**config.mk**
```make
export PLATFORM = sky130hd
export DESIGN_NAME = mem_request_issuer
export DESIGN_NICKNAME = d
export VERILOG_FILES = /design/src/rtl/mem_request_issuer.sv
export SDC_FILE = /design/constraint.sdc
export NUM_CORES = 1
export LEC_CHECK = 0
export ABC_AREA = 1
export CAP_MARGIN = 10
export CORE_ASPECT_RATIO = 1.25
export CORE_MARGIN = 5
export CORE_UTILIZATION = 48
export DETAILED_ROUTE_END_ITERATION = 10
export GPL_TIMING_DRIVEN = 1
export PLACE_DENSITY_LB_ADDON = 0.15
export SYNTH_ARGS = -nofsm -noshare
export SYNTH_HDL_FRONTEND = slang
export SYNTH_SLANG_ARGS = --single-unit
```
**constraint.sdc**
```tcl
create_clock -name clk -period 4.77 [get_ports clk]
set_input_delay 0.7155 -clock clk [delete_from_list [all_inputs] [get_ports clk]]
set_output_delay 0.7155 -clock clk [all_outputs]
set_load 0.03 [all_outputs]
```
**src/rtl/mem_request_issuer.sv**
```systemverilog
// Packs pipeline memory ops into load/store FIFO words and allocates a source tag per request.
// Latency: accept at edge N, FIFO write strobe during cycle N+1 when the target FIFO is not full.
// Backpressure: target FIFO full holds the word in place and drops req_ready until the strobe fires.
module mem_request_issuer #(
    parameter int ADDR_WIDTH             = 12,
    parameter int DATA_WIDTH             = 32,
    parameter int TAG_WIDTH              = 4,
    parameter int load_fifo_word_length  = 22,
    parameter int store_fifo_word_length = 54
) (
    input  logic                              clk,
    input  logic                              reset,
    input  logic                              req_valid,
    output logic                              req_ready,
    input  logic                              req_is_store,
    input  logic [ADDR_WIDTH-1:0]             req_addr,
    input  logic [DATA_WIDTH-1:0]             req_data,
    input  logic [1:0]                        req_size,
    output logic                              load_fifo_write_signal,
    output logic [load_fifo_word_length-1:0]  load_fifo_write_data,
    input  logic                              load_fifo_full_signal,
    output logic                              store_fifo_write_signal,
    output logic [store_fifo_word_length-1:0] store_fifo_write_data,
    input  logic                              store_fifo_full_signal,
    input  logic                              retire_valid,
    input  logic [TAG_WIDTH-1:0]              retire_tag,
    output logic [TAG_WIDTH:0]                outstanding_count,
    output logic                              misaligned_error
);
    localparam int NTAGS = 1 << TAG_WIDTH;

    typedef enum logic {IDLE, PEND} state_t;

    state_t                            state;
    logic [NTAGS-1:0]                  busy;
    logic                              hold_store;
    logic [store_fifo_word_length-1:0] hold_word;

    logic [3:0]                        mask;
    logic                              aligned;
    logic [DATA_WIDTH-1:0]             lane_data;
    logic [TAG_WIDTH-1:0]              free_tag;
    logic                              have_free;
    logic                              strobe;
    logic                              accept;
    logic                              alloc;
    logic [NTAGS-1:0]                  retire_mask;
    logic [NTAGS-1:0]                  alloc_mask;
    logic [load_fifo_word_length-1:0]  load_word;
    logic [store_fifo_word_length-1:0] store_word;

    always_comb begin
        mask    = 4'b0000;
        aligned = 1'b0;
        case (req_size)
            2'd0: begin
                mask    = 4'b0001 << req_addr[1:0];
                aligned = 1'b1;
            end
            2'd1: begin
                mask    = req_addr[1] ? 4'b1100 : 4'b0011;
                aligned = !req_addr[0];
            end
            2'd2: begin
                mask    = 4'b1111;
                aligned = (req_addr[1:0] == 2'b00);
            end
            default: begin
                mask    = 4'b0000;
                aligned = 1'b0;
            end
        endcase
    end

    assign lane_data = req_data << {req_addr[1:0], 3'b000};

    // Descending scan so the last hit is the lowest free index.
    always_comb begin
        free_tag  = '0;
        have_free = 1'b0;
        for (int i = NTAGS - 1; i >= 0; i--) begin
            if (!busy[i]) begin
                free_tag  = TAG_WIDTH'(i);
                have_free = 1'b1;
            end
        end
    end

    always_comb begin
        outstanding_count = '0;
        for (int i = 0; i < NTAGS; i++) begin
            outstanding_count = outstanding_count + (TAG_WIDTH + 1)'(busy[i]);
        end
    end

    assign strobe    = (state == PEND) &&
                       !(hold_store ? store_fifo_full_signal : load_fifo_full_signal);
    assign req_ready = have_free && ((state == IDLE) || strobe);
    assign accept    = req_valid && req_ready;
    assign alloc     = accept && aligned;

    assign load_word  = {req_addr, mask, free_tag, req_size};
    assign store_word = {req_addr, lane_data, mask, free_tag, req_size};

    // Allocation sees the pre-edge bitmap, so a same-cycle retire of the new tag is a no-op.
    assign retire_mask = retire_valid ? (NTAGS'(1) << retire_tag) : '0;
    assign alloc_mask  = alloc ? (NTAGS'(1) << free_tag) : '0;

    always_ff @(posedge clk or negedge reset) begin
        if (!reset) begin
            state            <= IDLE;
            busy             <= '0;
            hold_store       <= 1'b0;
            hold_word        <= '0;
            misaligned_error <= 1'b0;
        end else begin
            busy             <= (busy & ~retire_mask) | alloc_mask;
            misaligned_error <= accept && !aligned;
            if (alloc) begin
                state      <= PEND;
                hold_store <= req_is_store;
                hold_word  <= req_is_store ? store_word
                                           : {{(store_fifo_word_length - load_fifo_word_length){1'b0}}, load_word};
            end else if (strobe) begin
                state <= IDLE;
            end
        end
    end

    assign load_fifo_write_signal  = strobe && !hold_store;
    assign store_fifo_write_signal = strobe && hold_store;
    assign load_fifo_write_data    = (state == PEND && !hold_store) ? hold_word[load_fifo_word_length-1:0] : '0;
    assign store_fifo_write_data   = (state == PEND && hold_store) ? hold_word : '0;

endmodule

```
==> summary.txt <==
status: finished clean
CTS tree: done
PwrDens: 541 nW/um^2
worst path cell trace: inv_1 -> fa_1 -> fa_1 -> fa_1 -> fa_1 -> inv_1 -> ha_1 -> inv_1 -> fa_1 -> xnor2_1 -> clkbuf_4
max incr delay on CP: 0.57 ns
worst vdd ir: 1.01 mV
ys flop type: dfrtp_1
gr usage total: 0.248
FF-to-FF End: hold_word[9]$_DFFE_PN0P_
Synth Area in XOR/XNOR: 0.00379
Num CTS Buffers: 9
Boundary Pins: 142
Async SR Flop Fraction: 1.00
top post-synthesis cells by area: dfrtp_1, inv_1, nor2_1
placed cells: 832
Setup Skew: 0.00587 ns
CTS Hold Buffers Added: 0
# setup viols final: 0
syn_nets: 654
Final HPWL DP: 11100 um
post-synth top area share: 0.395
Clock Tree Buf Depth: 2
1st-pass router iterations: 5
Worst-Skew Late Latency: 0.33 ns
total wire length: 14600 um
routed vias/inst: 5.34
CP max FO: 4
Compound-Gate Fraction of Synth Area: 0.204
drt drc: 0
Final Power: 3470 uW
vias in the first global route: 4499
Lkg Pwr: 0.00286 uW
Root Buffer: clkbuf_16
max_cap viols: 0
DR vias: 4514
die area: 11700 um^2
share of cells above drive strength 1: 0.0903
cell count after synthesis: 582
synth warn: 0
Synth Area in Adders: 0.0568
slowest cell on the critical path: fa_1
Critical Path Source Type: flop
dpl cell area: 6120 um^2
reg2reg setup slack: 2.40 ns
#FFs+latches synth: 73
final-stage net count: 789
Area Growth Syn to Fin: 38.4%
count of input and output buffers: 141
most frequent cell on the critical path: fa_1
post-synthesis simple-gate area fraction: 0.202
core area: 9510 um^2
CP Data Required Time: 4.05 ns
RD Place Congestion: 0.977
RSZ-0062 raised after global routing: false
Fmax: 216 MHz
initial drt markers: 209
Starting Density: 0.486
post-synthesis sequential area ratio: 0.395
grt total ovfl: 0
post-synthesis mux area share: 0.0108
Fill cells: 805
Clock H-tree levels: 3
Synth cell types: 41
final instance area: 6400 um^2
Synth Cell Area: 4630 um^2
clk slew on worst S/H paths: 0.06 ns
initial antenna violation count: 0
worst-margin pin slew: 1.05 ns
first-pass GRT wire length: 22700 um
syn avg cell area: 7.95 um^2
R2R cell count: 9
wire per inst: 17.2 um
setup TNS: 0 ns
top post-synthesis cells by count: inv_1, nor2_1, nand2_1
Cell Rows: 40
crit path DAT: 3.90 ns
ant diodes: 0
relative slew slack: 0.296
most instantiated library cell after synthesis: inv_1
crit path capture: outstanding_count[2]
CP Class: flop to primary output
worst reg2reg path startpoint: hold_store$_DFFE_PN0P_
largest family of logic cells by synthesized area: compound AO/OA/AOI/OAI gates
footprint of the multi-input gates: 2210 um^2
worst setup path startpoint: busy[5]$_DFF_PN0_
Final Max Tran Viols: 0
area taken by flip-flops and latches: 1830 um^2
Final Hold Violating Endpoints: 0
total clock sinks: 73
final period utilization: 0.969
Yosys top cell by area: dfrtp_1
number of synthesized flops with an enable pin: 0
Antenna Nets Post-Route: 0
Die Wd: 97.8 um
Hold Path Class: flop to flop
Worst Setup End Kind: primary output
largest net degree at the start of global routing: 74
Final Instance Count excl. Fillers: 846
Tmin final: 4.62 ns
Die Ht: 120 um
## placed cells by master, fill, tap and decap left out, drive strengths merged, types with 2 or more instances in the layout
master	instances
a21boi	2
a21oi	6
a221oi	8
a22oi	8
buf	10
bufinv	2
clkbuf	12
clkdlybuf4s50	136
clkinv	3
dfrtp	73
fa	10
ha	5
inv	116
mux2i	5
nand2	84
nand3	14
nand4	10
nor2	99
nor3	6
o211ai	3
o21ai	64
o21bai	4
o22ai	31
o31ai	4
## final cells by class
class,instances,area share
clock buffers,10,0.0358
clock inverters,4,0.0109
inverters,117,0.0690
repair buffers,149,0.230
multi-input cells,367,0.345
well taps,126,0.0246
flip-flops and latches,73,0.285
## flip-flops by register name (all words and copies together) (netlist names)
signal            flops
state                 1
hold_store            1
misaligned_error      1
hold_word            54
busy                 16
## kinds of logic after synthesis
family	after synthesis
simple gates	214
mux	5
compound gates	131
flops	73
xor+xnor	2
buf+inv	142
fa+ha+maj	15
## power by group
part	switching (uW)	total, uW	internal, uW
registers	81.7	853	771
clock network	249	699	450
logic	1210	1920	704
total	1540	3470	1920
## timing repair
action	4_1_cts	5_1_grt
setup buffers	0	0
setup endpoints to repair	4	3
resized for setup	11	7
## stage by stage
step	hold slack (ns)	setup slack (ns)	util
after floorplan	0.420	0.304	-
after global placement	0.469	0.0733	0.643
after detailed placement	0.474	0.0113	0.643
after CTS	0.487	0.0310	0.674
after global routing	0.517	0.00490	0.673
final	0.481	0.150	0.673
## routing by layer
layer	track usage	share of wire
met5	0	0
met4	0.136	0.052
met3	0.0442	0.056
met2	0.448	0.52
met1	0.273	0.37
## worst max-delay path: cells and delay by family (launching register included)
kind	cells	cell delay, ns
flops	1	0.39
xor+xnor	1	0.15
buf+inv	4	0.44
fa+ha+maj	6	2.58
## worst min-delay path by stage
stage	endpoint	slack, ns	startpoint	cells after the start
floorplan	busy[0]$_DFF_PN0_	0.42	reset	0
global placement	hold_word[25]$_DFFE_PN0P_	0.47	hold_word[25]$_DFFE_PN0P_	2
detailed placement	hold_word[2]$_DFFE_PN0P_	0.47	hold_word[2]$_DFFE_PN0P_	2
CTS	hold_word[22]$_DFFE_PN0P_	0.49	hold_word[22]$_DFFE_PN0P_	2
global route	hold_word[24]$_DFFE_PN0P_	0.52	hold_word[24]$_DFFE_PN0P_	2
finish	hold_word[22]$_DFFE_PN0P_	0.48	hold_word[22]$_DFFE_PN0P_	2
Note: power is estimated with default switching activity, not from simulation.
